$ cat config.mk
export PLATFORM = sky130hd
export DESIGN_NAME = spi_master
export DESIGN_NICKNAME = d
export VERILOG_FILES = /design/src/rtl/spi_master.sv
export SDC_FILE = /design/constraint.sdc
export NUM_CORES = 1
export LEC_CHECK = 0
export CAP_MARGIN = 10
export CORE_ASPECT_RATIO = 1.1
export CORE_UTILIZATION = 41
export CTS_CLUSTER_DIAMETER = 200
export DETAILED_ROUTE_END_ITERATION = 10
export MAX_ROUTING_LAYER = met4
export SETUP_SLACK_MARGIN = 0.2
export SYNTH_ARGS = -nofsm -noshare
export SYNTH_HDL_FRONTEND = slang
export SYNTH_SLANG_ARGS = --single-unit
export TNS_END_PERCENT = 100
$ cat constraint.sdc
create_clock -name clk_i -period 2.1 [get_ports clk_i]
set_clock_uncertainty 0.1 [all_clocks]
set_input_delay 0.42 -clock clk_i [delete_from_list [all_inputs] [get_ports clk_i]]
set_output_delay 0.42 -clock clk_i [all_outputs]
set_load 0.1 [all_outputs]
$ cat src/rtl/spi_master.sv
// spi_master: SPI mode-0 (CPOL=0, CPHA=0) master, MSB first, single slave.
// Define SPI_MASTER_LOOPBACK_EN to make the receiver sample mosi_o instead of miso_i.
module spi_master #(
  parameter int DATA_WIDTH = 8,
  parameter int CLK_DIV    = 4
) (
  input  logic                  clk_i,
  input  logic                  rst_i,
  input  logic                  start_i,
  input  logic [DATA_WIDTH-1:0] tx_data_i,
  output logic [DATA_WIDTH-1:0] rx_data_o,
  output logic                  busy_o,
  output logic                  done_o,
  output logic                  start_o,
  output logic                  sclk_o,
  output logic                  mosi_o,
  input  logic                  miso_i
);
  localparam int W  = DATA_WIDTH;
  localparam int D  = CLK_DIV;
  localparam int PW = $clog2(D + 1);
  localparam int BW = (W > 1) ? $clog2(W) : 1;

  if (D < 1) begin : g_bad_div
    $error("spi_master: CLK_DIV must be >= 1");
  end

  typedef enum logic [2:0] {IDLE, SETUP, HI, LO, GAP} state_t;

  state_t        state_q, state_d;
  logic [PW-1:0] phase_q, phase_d;
  logic [BW-1:0] bit_q, bit_d;
  logic [W-1:0]  tx_q, tx_d, rx_sh_q, rx_sh_d, rx_data_q, rx_data_d, rx_next;
  logic          busy_q, busy_d, done_q, done_d, start_q, start_d;
  logic          sclk_q, sclk_d, mosi_q, mosi_d;
  logic          last, sample, accept;

`ifdef SPI_MASTER_LOOPBACK_EN
  assign sample = mosi_q;
`else
  assign sample = miso_i;
`endif

  always_comb begin
    state_d   = state_q;
    bit_d     = bit_q;
    tx_d      = tx_q;
    rx_sh_d   = rx_sh_q;
    rx_data_d = rx_data_q;
    busy_d    = busy_q;
    done_d    = 1'b0;
    start_d   = start_q;
    sclk_d    = sclk_q;
    mosi_d    = mosi_q;
    last      = phase_q == PW'(D - 1);
    phase_d   = (state_q == IDLE || last) ? '0 : phase_q + 1'b1;
    rx_next   = (rx_sh_q << 1) | W'(sample);
    // the last GAP cycle doubles as an accept slot so held start_i gives a D-cycle gap
    accept    = start_i && (state_q == IDLE || (state_q == GAP && last));
    case (state_q)
      SETUP: if (last) begin
        state_d = HI;
        sclk_d  = 1'b1;
      end
      HI: if (last) begin
        rx_sh_d = rx_next;
        sclk_d  = 1'b0;
        if (bit_q == '0) begin
          state_d   = GAP;
          start_d   = 1'b0;
          mosi_d    = 1'b0;
          rx_data_d = rx_next;
          done_d    = 1'b1;
        end else begin
          state_d = LO;
          tx_d    = tx_q << 1;
          mosi_d  = tx_d[W-1];
          bit_d   = bit_q - 1'b1;
        end
      end
      LO: if (last) begin
        state_d = HI;
        sclk_d  = 1'b1;
      end
      GAP: if (last) begin
        state_d = IDLE;
        busy_d  = 1'b0;
      end
      default: ;
    endcase
    if (accept) begin
      state_d = SETUP;
      tx_d    = tx_data_i;
      busy_d  = 1'b1;
      start_d = 1'b1;
      mosi_d  = tx_data_i[W-1];
      bit_d   = BW'(W - 1);
    end
  end

  always_ff @(posedge clk_i or posedge rst_i) begin
    if (rst_i) begin
      state_q   <= IDLE;
      phase_q   <= '0;
      bit_q     <= '0;
      tx_q      <= '0;
      rx_sh_q   <= '0;
      rx_data_q <= '0;
      busy_q    <= 1'b0;
      done_q    <= 1'b0;
      start_q   <= 1'b0;
      sclk_q    <= 1'b0;
      mosi_q    <= 1'b0;
    end else begin
      state_q   <= state_d;
      phase_q   <= phase_d;
      bit_q     <= bit_d;
      tx_q      <= tx_d;
      rx_sh_q   <= rx_sh_d;
      rx_data_q <= rx_data_d;
      busy_q    <= busy_d;
      done_q    <= done_d;
      start_q   <= start_d;
      sclk_q    <= sclk_d;
      mosi_q    <= mosi_d;
    end
  end

  assign rx_data_o = rx_data_q;
  assign busy_o    = busy_q;
  assign done_o    = done_q;
  assign start_o   = start_q;
  assign sclk_o    = sclk_q;
  assign mosi_o    = mosi_q;
endmodule

==> results of run 1 <==
## power by group
part / switching [mW] / total [mW] / internal (mW)
logic: 0.0453 / 0.0744 / 0.0290
registers: 0.00674 / 0.710 / 0.703
clock network: 0.220 / 0.445 / 0.225
## cell usage after synthesis, types with 3 or more instances
cell type | count | area (µm²)
sky130_fd_sc_hd__nand3_1 | 8 | 40.0
sky130_fd_sc_hd__clkbuf_1 | 4 | 15.0
sky130_fd_sc_hd__a31oi_2 | 6 | 75.1
sky130_fd_sc_hd__a21oi_1 | 4 | 20.0
sky130_fd_sc_hd__mux2_2 | 8 | 90.1
sky130_fd_sc_hd__ha_1 | 4 | 50.1
sky130_fd_sc_hd__nand2_1 | 25 | 93.8
sky130_fd_sc_hd__buf_6 | 3 | 33.8
sky130_fd_sc_hd__o21ai_0 | 11 | 55.1
sky130_fd_sc_hd__buf_2 | 5 | 25.0
sky130_fd_sc_hd__nor2b_1 | 3 | 18.8
sky130_fd_sc_hd__inv_1 | 6 | 22.5
sky130_fd_sc_hd__nor3_1 | 11 | 55.1
sky130_fd_sc_hd__dfrtp_1 | 36 | 901
## logic make-up (layout without fill, tap and decap cells)
group,count (synthesis),in the layout,synth area share (%)
AO/OA/AOI/OAI,28,28,12.4
AND/OR/NAND/NOR,60,60,18.7
multiplexers,8,8,5.44
flip-flops,36,36,54.4
adder cells (fa/ha/maj),4,4,3.02
buffers and inverters,19,48,6.12
## stage by stage
step	util, %	instance area, µm²	total power, mW
final	54.8	2050	1.23
after global routing	54.8	2050	1.28
after CTS	53.8	2010	1.25
after detailed placement	51.4	1920	0.798
after global placement	51.4	1920	0.797
after floorplan	-	1660	0.763
## routing by layer
metal / global-route usage, % / share of wire (%)
met1: 19.8 / 44
met2: 31.4 / 51
met3: 4.44 / 3.1
met4: 6.10 / 1.3
met5: - / 0
## state kept, by name (all words and copies together) (netlist names)
signal and flops:
rx_sh_q 7, bit_q 3, mosi_o 1, start_o 1, busy_o 1, done_o 1
tx_q 7, rx_data_o 8, sclk_o 1, phase_q 3, state_q 3
## critical path: cells and delay by family (launching register included)
family	cells	cell delay [ns]
adders and majority gates	2	0.42
buffers and inverters	1	0.16
DFF	1	0.39
muxes	1	0.34
and+or+nand+nor	2	0.28
## repair_timing
action,in CTS,in global routing
cloned,0,0
hold buffers,0,0
setup endpoints to repair,16,16
gates resized for setup,3,3
setup buffers,0,2
pin swaps,0,0
## worst min path at each step
stage | startpoint | to | slack (ns) | cells past startpoint
after floorplan | phase_q[0]$_DFF_PP0_ | phase_q[0]$_DFF_PP0_ | 0.31 | 1
after global placement | phase_q[0]$_DFF_PP0_ | phase_q[0]$_DFF_PP0_ | 0.33 | 1
after detailed placement | phase_q[0]$_DFF_PP0_ | phase_q[0]$_DFF_PP0_ | 0.35 | 1
after CTS | phase_q[0]$_DFF_PP0_ | phase_q[0]$_DFF_PP0_ | 0.36 | 1
after global routing | phase_q[0]$_DFF_PP0_ | phase_q[0]$_DFF_PP0_ | 0.38 | 1
final | phase_q[0]$_DFF_PP0_ | phase_q[0]$_DFF_PP0_ | 0.35 | 1
## layout make-up
class	instances	area (µm²)
Clock buffer	6	72.6
Clock inverter	1	5.00
Fill cell	364	1690
Inverter	6	22.5
Multi-Input combinational cell	100	693
Sequential cell	36	901
Tap cell	50	62.6
Timing Repair Buffer	35	294
==> impl_metrics.ini, run 1 <==
[run_status]
run_status = finished, final reports clean

[synthesis]
synth_edf_count = 0
synth.ff_latch_count = 36
postSynthNetCount = 171
synth_async_sr_flop_share_pct = 100
netlist_instances = 155
synth_top_flop_cell = sky130_fd_sc_hd__dfrtp_1
synth.distinct_cells = 31
syn-mean-instance-area_um2 = 10.7
ys_seq_area_share_pct = 54.4
ys.warnings.count = 0
post_synth_instance_area_um2 = 1660

[setup_path]
crit-reg2reg-capture = rx_data_o[6]$_DFFE_PP0P_
r2r_slack_ns = 0.29
crit_path_end_kind = register
timing.critical_path.cells = ha_1, ha_4, nor4bb_4, nand3b_1, buf_6, mux2_2
timing_worst_setup_path_type = register to register
highest_net_fanout_along_the_worst_path = 10
max_stage_delay_ns = 0.39
cp-startpoint = phase_q[0]$_DFF_PP0_
critPathArrivalTime_ns = 1.87
timing.critical_path.from_type = register
highest_delay_cell_along_the_critical_path = sky130_fd_sc_hd__dfrtp_1
r2r_cells = 6
worstReg2RegStart = phase_q[0]$_DFF_PP0_
critical_path_required_ns = 2.16
critical_path.endpoint = rx_data_o[6]$_DFFE_PP0P_

[finish]
layout.cells.most_common = sky130_fd_sc_hd__dfrtp_1
nets = 200
share_of_layout_cells_above_drive_strength_1_pct = 27.2
flow.area_growth_from_synthesis_pct = 23.8
instances_no_fill = 234
commonest_cells_after_routing_fill_and_taps_aside = sky130_fd_sc_hd__dfrtp_1, sky130_fd_sc_hd__nand2_1, sky130_fd_sc_hd__buf_4
insertedDiodeCount = 0

[routing]
detailroute.via_count = 1224
drcViolationCount = 0
detail_route.iter0.violations = 60
routed_wire_length_per_instance_um = 14.2
postRouteAntennaNets = 0
routed_wirelength_mm = 3.33
detail_route.vias_per_cell = 5.23
detailedRoute.firstPassIterationCount = 4

[cts]
htree_num_levels = 2
cts_buffers = 5
cts_tree = yes
clock-root-buffer = sky130_fd_sc_hd__clkbuf_8
cts_sinks = 36
path_clk_slew_ns = 0.06
ctsLongestPathBuffers = 2
clock_latency_ns = 0.28

[die]
placement_rows = 23
initial_standard_cell_utilization_of_the_core_pct = 44.3
fp.coreArea_um2 = 3740
die_area_um2 = 4300
die_y_um = 68.7
top_level_pins = 25
die_w_um = 62.6

[job]
max-cap-violations = 0

[timing]
setup_slack_ns = 0.293
final_period_minus_worst_setup_slack_ns = 1.81
timing.fmax_ghz = 0.553
fin_hold_ws_ns = 0.351
timing.final.crit_share_pct = 86.0
timing.final.max_slew_violations = 0
setup-violations-final = 0
number_of_hold_slack_violations_in_the_final_timing_report = 0
max-slew-margin-rel_pct = 69.8
setup-tns-final_ns = 0
grt_setup_unrepaired = no
worst_pin_slew_ns = 0.453

[global_routing]
global_route.usage.total_pct = 17.7
first_global_vias = 1193
antenna_violations_before_repair = 0
overflow = 0
grt_first_pass_wirelength_mm = 5.53
grt_start_max_net_pins = 37

[placement]
dp_hpwl_mm = 2.20
place_inst = 225
io_buffers = 24
globalplace.congestion = 0.773
placement.setup.worst_slack_ns = 0.0973

[min_path]
holdCritPathClass = register to register

[power_and_ir_drop]
cellPowerDensity_nw_per_um2 = 599
p_leak_nw = 0.939
worst_ir_drop_on_vdd_mv = 0.516
Note: power is estimated with default switching activity, not from simulation.
==> run 2: changes to the inputs <==
Settings changed: CORE_MARGIN from default to 2.
==> run 2 against run 1 <==
Via count fell by 0.98%. Worst hold slack improved by 0.0023 ns. Cell area up 0.43%. Power grew 3.6%. Fmax fell by 2.2%. Cell count is 0.43% higher. Global-route usage shrank 1.6 points. Flip-flop and latch count stayed put. Wire length shrank 2.0%. Sequential power barely moved. Critical path depth did not move. Largest power group unchanged.
==> impl_metrics.ini, run 2 (synthesized netlist as in run 1, its figures left out) <==
[placement]
globalplace.congestion = 0.771
place_inst = 226
io_buffers = 24
dpl_cell_area_um2 = 1920
dp_hpwl_mm = 2.20

[finish]
share_of_layout_cells_above_drive_strength_1_pct = 28.4
commonest_cells_after_routing_fill_and_taps_aside = sky130_fd_sc_hd__dfrtp_1, sky130_fd_sc_hd__nand2_1, sky130_fd_sc_hd__buf_4, sky130_fd_sc_hd__nor3_1, sky130_fd_sc_hd__clkdlybuf4s50_1
layout.cells.most_common = sky130_fd_sc_hd__dfrtp_1
nets = 198
insertedDiodeCount = 0
design_area_um2 = 2060
max_reg_flops = 8
flow.area_growth_from_synthesis_pct = 24.3
instances_no_fill = 235

[timing]
setup-tns-final_ns = 0
grt_setup_unrepaired = no
timing.final.max_slew_violations = 0
max-slew-margin-rel_pct = 69.7
final_period_minus_worst_setup_slack_ns = 1.85
timing.fmax_ghz = 0.541
number_of_hold_slack_violations_in_the_final_timing_report = 0
timing.final.crit_share_pct = 88.0
setup-violations-final = 0
worst_pin_slew_ns = 0.454

[setup_path]
crit_path_end_kind = register
worstReg2RegStart = phase_q[0]$_DFF_PP0_
highest_delay_cell_along_the_critical_path = sky130_fd_sc_hd__or4b_2
timing.critical_path.from_type = register
r2r_slack_ns = 0.25
timing_worst_setup_path_type = register to register
critical_path_required_ns = 2.15
timing.critical_path.cells = ha_2, ha_4, buf_4, or4b_2, o21ai_2, a21oi_1
crit-reg2reg-capture = busy_o$_DFFE_PP0P_
r2r_cells = 6
cp-startpoint = phase_q[0]$_DFF_PP0_
highest_net_fanout_along_the_worst_path = 7
critical_path.endpoint = busy_o$_DFFE_PP0P_
max_stage_delay_ns = 0.60
critPathArrivalTime_ns = 1.89

[cts]
cts_tree = yes
clock-root-buffer = sky130_fd_sc_hd__clkbuf_8
htree_num_levels = 2
cts_buffers = 5
cts_sinks = 36
clock_latency_ns = 0.28
path_clk_slew_ns = 0.06
hold_buffers = 0
ctsLongestPathBuffers = 2

[routing]
detailroute.via_count = 1212
detail_route.vias_per_cell = 5.16
routed_wirelength_mm = 3.27
postRouteAntennaNets = 0
detail_route.iter0.violations = 101
drcViolationCount = 0
routed_wire_length_per_instance_um = 13.9
detailedRoute.firstPassIterationCount = 6

[die]
initial_standard_cell_utilization_of_the_core_pct = 42.1
placement_rows = 24
die_area_um2 = 4570
fp.coreArea_um2 = 3930
top_level_pins = 25
die_y_um = 70.7
die_w_um = 64.6

[job]
max-cap-violations = 0

[global_routing]
grt_start_max_net_pins = 37
global_route.usage.total_pct = 16.1
first_global_vias = 1196
antenna_violations_before_repair = 0
overflow = 0
grt_first_pass_wirelength_mm = 5.51

[run_status]
run_status = finished, final reports clean

[power_and_ir_drop]
p_leak_nw = 0.939
worst_ir_drop_on_vdd_mv = 0.465
cellPowerDensity_nw_per_um2 = 619

[min_path]
holdCritPathClass = register to register
## run 2: cell count changes in the layout (fill, tap and decap cells not counted)
cell	change
sky130_fd_sc_hd__buf_4	-2
sky130_fd_sc_hd__clkbuf_8	+1
sky130_fd_sc_hd__ha_2	+1
sky130_fd_sc_hd__clkbuf_1	-1
sky130_fd_sc_hd__o21ai_2	+1
sky130_fd_sc_hd__ha_1	-1
sky130_fd_sc_hd__clkinv_2	+1
sky130_fd_sc_hd__o21ai_0	-1
## run 2: how the worst min path moves through the flow
| stage | from | endpoint | cells past startpoint |
|---|---|---|---|
| floorplan | phase_q[0]$_DFF_PP0_ | phase_q[0]$_DFF_PP0_ | 1 |
| global placement | phase_q[0]$_DFF_PP0_ | phase_q[0]$_DFF_PP0_ | 1 |
| detailed placement | phase_q[0]$_DFF_PP0_ | phase_q[0]$_DFF_PP0_ | 1 |
| CTS | phase_q[0]$_DFF_PP0_ | phase_q[0]$_DFF_PP0_ | 1 |
| global route | phase_q[0]$_DFF_PP0_ | phase_q[0]$_DFF_PP0_ | 1 |
| finish | phase_q[0]$_DFF_PP0_ | phase_q[0]$_DFF_PP0_ | 1 |
## run 2: per-stage QoR
step,setup WS (ns),util [%],hold WS [ns],power (mW)
CTS,0.218,51.3,0.354,1.30
detailed placement,0.0935,48.7,0.345,0.798
global placement,0.131,48.7,0.327,0.797
floorplan,0.227,-,0.315,0.763
finish,0.252,52.4,0.354,1.27
global route,0.188,52.4,0.371,1.34
## run 2: cell type report
| cell class | count | area (µm²) |
|---|---|---|
| timing repair buffer | 33 | 279 |
| inverter | 6 | 22.5 |
| multi-input combinational | 100 | 699 |
| fill | 355 | 1870 |
| tap | 52 | 65.1 |
| clock buffer | 6 | 82.6 |
| sequential | 36 | 901 |
| clock inverter | 2 | 10.0 |
## run 2: worst max-delay path: cells and delay by family, from the launching register on
| kind | cells | cell delay [ns] |
|---|---|---|
| DFF | 1 | 0.36 |
| and+or+nand+nor | 1 | 0.60 |
| AOI/OAI and AO/OA | 2 | 0.14 |
| adders and majority gates | 2 | 0.38 |
| buffers and inverters | 1 | 0.14 |
## run 2: what timing repair did
item	in CTS	in global routing
buffers inserted	0	1
gates resized for setup	2	7
endpoints found under the setup margin	11	26
pin swaps	0	1
## run 2: metal layers
| layer | track usage (%) | share of wire, % |
|---|---|---|
| met1 | 19.7 | 43 |
| met2 | 25.5 | 51 |
| met3 | 4.29 | 4.9 |
| met4 | 6.38 | 0.83 |
| met5 | - | 0 |
## run 2: power by group
part	internal (mW)	switching (mW)	total, mW
registers	0.703	0.00661	0.710
clock network	0.261	0.229	0.490
logic	0.0290	0.0450	0.0740
total	0.993	0.280	1.27
==> run 3: changes to the inputs <==
Settings changed: REMOVE_ABC_BUFFERS from default to 1.
==> run 3 against run 2 <==
Global-route usage rose by 0.45 points. Power rose by 9.0%. Flip-flop and latch count did not move. Register-to-register slack improved by 0.02 ns. Setup slack improved by 0.024 ns. Via count fell by 0.25%. Critical endpoint unchanged. Largest power group unchanged.
==> impl_metrics.ini, run 3 (synthesized netlist as in run 1, its figures left out) <==
[setup_path]
timing.critical_path.cells = ha_2, ha_4, buf_4, or4b_2, o21ai_0, a21oi_1
highest_net_fanout_along_the_worst_path = 6
timing_worst_setup_path_type = register to register
critical_path_required_ns = 2.16
crit_path_end_kind = register
timing.critical_path.from_type = register
highest_delay_cell_along_the_critical_path = sky130_fd_sc_hd__or4b_2
critPathArrivalTime_ns = 1.89
worstPathBufferInverterCount = 1
worstReg2RegStart = phase_q[0]$_DFF_PP0_
path_delay_family = simple AND/OR/NAND/NOR gates
max_stage_delay_ns = 0.57
cp-startpoint = phase_q[0]$_DFF_PP0_

[routing]
detail_route.vias_per_cell = 5.08
routed_wirelength_mm = 3.19
detail_route.iter0.violations = 92
drcViolationCount = 0
detailedRoute.firstPassIterationCount = 4
postRouteAntennaNets = 0
detailroute.via_count = 1209
routed_wire_length_per_instance_um = 13.4

[finish]
flow.area_growth_from_synthesis_pct = 26.7
insertedDiodeCount = 0
fill_cell_count = 365
commonest_cells_after_routing_fill_and_taps_aside = sky130_fd_sc_hd__dfrtp_1, sky130_fd_sc_hd__nand2_1, sky130_fd_sc_hd__buf_4, sky130_fd_sc_hd__nor3_1, sky130_fd_sc_hd__clkdlybuf4s50_1
ff_latch_area_um2 = 901
nets = 201
multi_input_area_um2 = 702
layout.cells.most_common = sky130_fd_sc_hd__dfrtp_1
max_reg_flops = 8
share_of_layout_cells_above_drive_strength_1_pct = 29.0

[die]
die_y_um = 70.7
top_level_pins = 25
die_area_um2 = 4570
placement_rows = 24
fp.coreArea_um2 = 3930
initial_standard_cell_utilization_of_the_core_pct = 42.1
die_w_um = 64.6

[job]
max-cap-violations = 0

[cts]
hold_buffers = 0
clock_latency_ns = 0.29
cts_buffers = 5
cts_tree = yes
path_clk_slew_ns = 0.07
ctsLongestPathBuffers = 2
htree_num_levels = 2
cts_sinks = 36
clock-root-buffer = sky130_fd_sc_hd__clkbuf_8

[timing]
setup-violations-final = 0
timing.final.max_slew_violations = 0
fin_hold_ws_ns = 0.356
worst_pin_slew_ns = 0.454
grt_setup_unrepaired = no
number_of_hold_slack_violations_in_the_final_timing_report = 0
final_period_minus_worst_setup_slack_ns = 1.82
timing.final.crit_share_pct = 86.9
timing.fmax_ghz = 0.548
max-slew-margin-rel_pct = 69.7

[global_routing]
antenna_violations_before_repair = 0
global_route.usage.total_pct = 16.6
overflow = 0
grt_first_pass_wirelength_mm = 5.68
grt_start_max_net_pins = 37
first_global_vias = 1179

[power_and_ir_drop]
worst_ir_drop_on_vdd_mv = 0.352
cellPowerDensity_nw_per_um2 = 661
final_total_pwr_mw = 1.39
p_leak_nw = 0.954

[min_path]
holdCritPathClass = register to register
hold_start = phase_q[0]$_DFF_PP0_

[placement]
globalplace.congestion = 0.712
io_buffers = 24
dp_hpwl_mm = 2.15

[run_status]
run_status = finished, final reports clean
[run 3: cell types whose count changed in the layout (fill, tap and decap cells not counted), sizes merged]
cell      change
clkinv        -1
buf           +3
clkinvlp      +1
bufinv        +1
clkbuf        -1
[run 3: cell type report]
type	count	share of cell area, %
clock buffers	5	3.28
flip-flops and latches	36	42.9
inverters	6	1.07
repair buffers	36	14.2
well taps	52	3.10
multi-input cells	100	33.4
clock inverters	3	2.03
[run 3: final timing paths]
path                                                 end  slack [ns]  depth (start not counted)
worst max-delay path                  busy_o$_DFFE_PP0P_        0.28                          6
worst min-delay path                phase_q[0]$_DFF_PP0_        0.36                          1
worst max register to register        busy_o$_DFFE_PP0P_        0.28                          6
worst min register to register      phase_q[0]$_DFF_PP0_        0.36                          1
max in group asynchronous         state_q[2]$_DFFE_PP0P_        1.14                          3
min in group asynchronous       rx_data_o[7]$_DFFE_PP0P_        0.45                          3
[run 3: what timing repair did]
item                                    CTS  global route
buffers inserted                          0             1
gates resized for setup                   3             7
cloned                                    1             0
pin swaps                                 0             1
endpoints found under the setup margin    5            20
[run 3: where the power goes]
part	internal, mW	leakage, nW	switching [mW]
clock network	0.351	0.0541	0.254
registers	0.703	0.455	0.00657
logic	0.0291	0.445	0.0451
[run 3: per-layer routing]
layer	vias up	track usage [%]	wire length [µm]	part of all wire (%)
met5	-	-	0	0
met4	0	4.96	46	1.4
met3	5	4.45	135	4.2
met2	26	25.8	1550	49
met1	584	21.3	1460	46
li1	594	-	-	-
[run 3: metrics by stage]
step           setup TNS (ns)  util [%]  setup WS, ns  area (µm²)  instances
6_report                    0      53.4         0.276        2100        238
5_1_grt                     0      53.4         0.200        2100        238
4_1_cts                     0      52.4         0.235        2060        237
3_5_place_dp                0      49.1        0.0799        1930        228
3_3_place_gp                0      49.1         0.106        1930        228
2_1_floorplan           -8.42         -        -0.588        1580        142
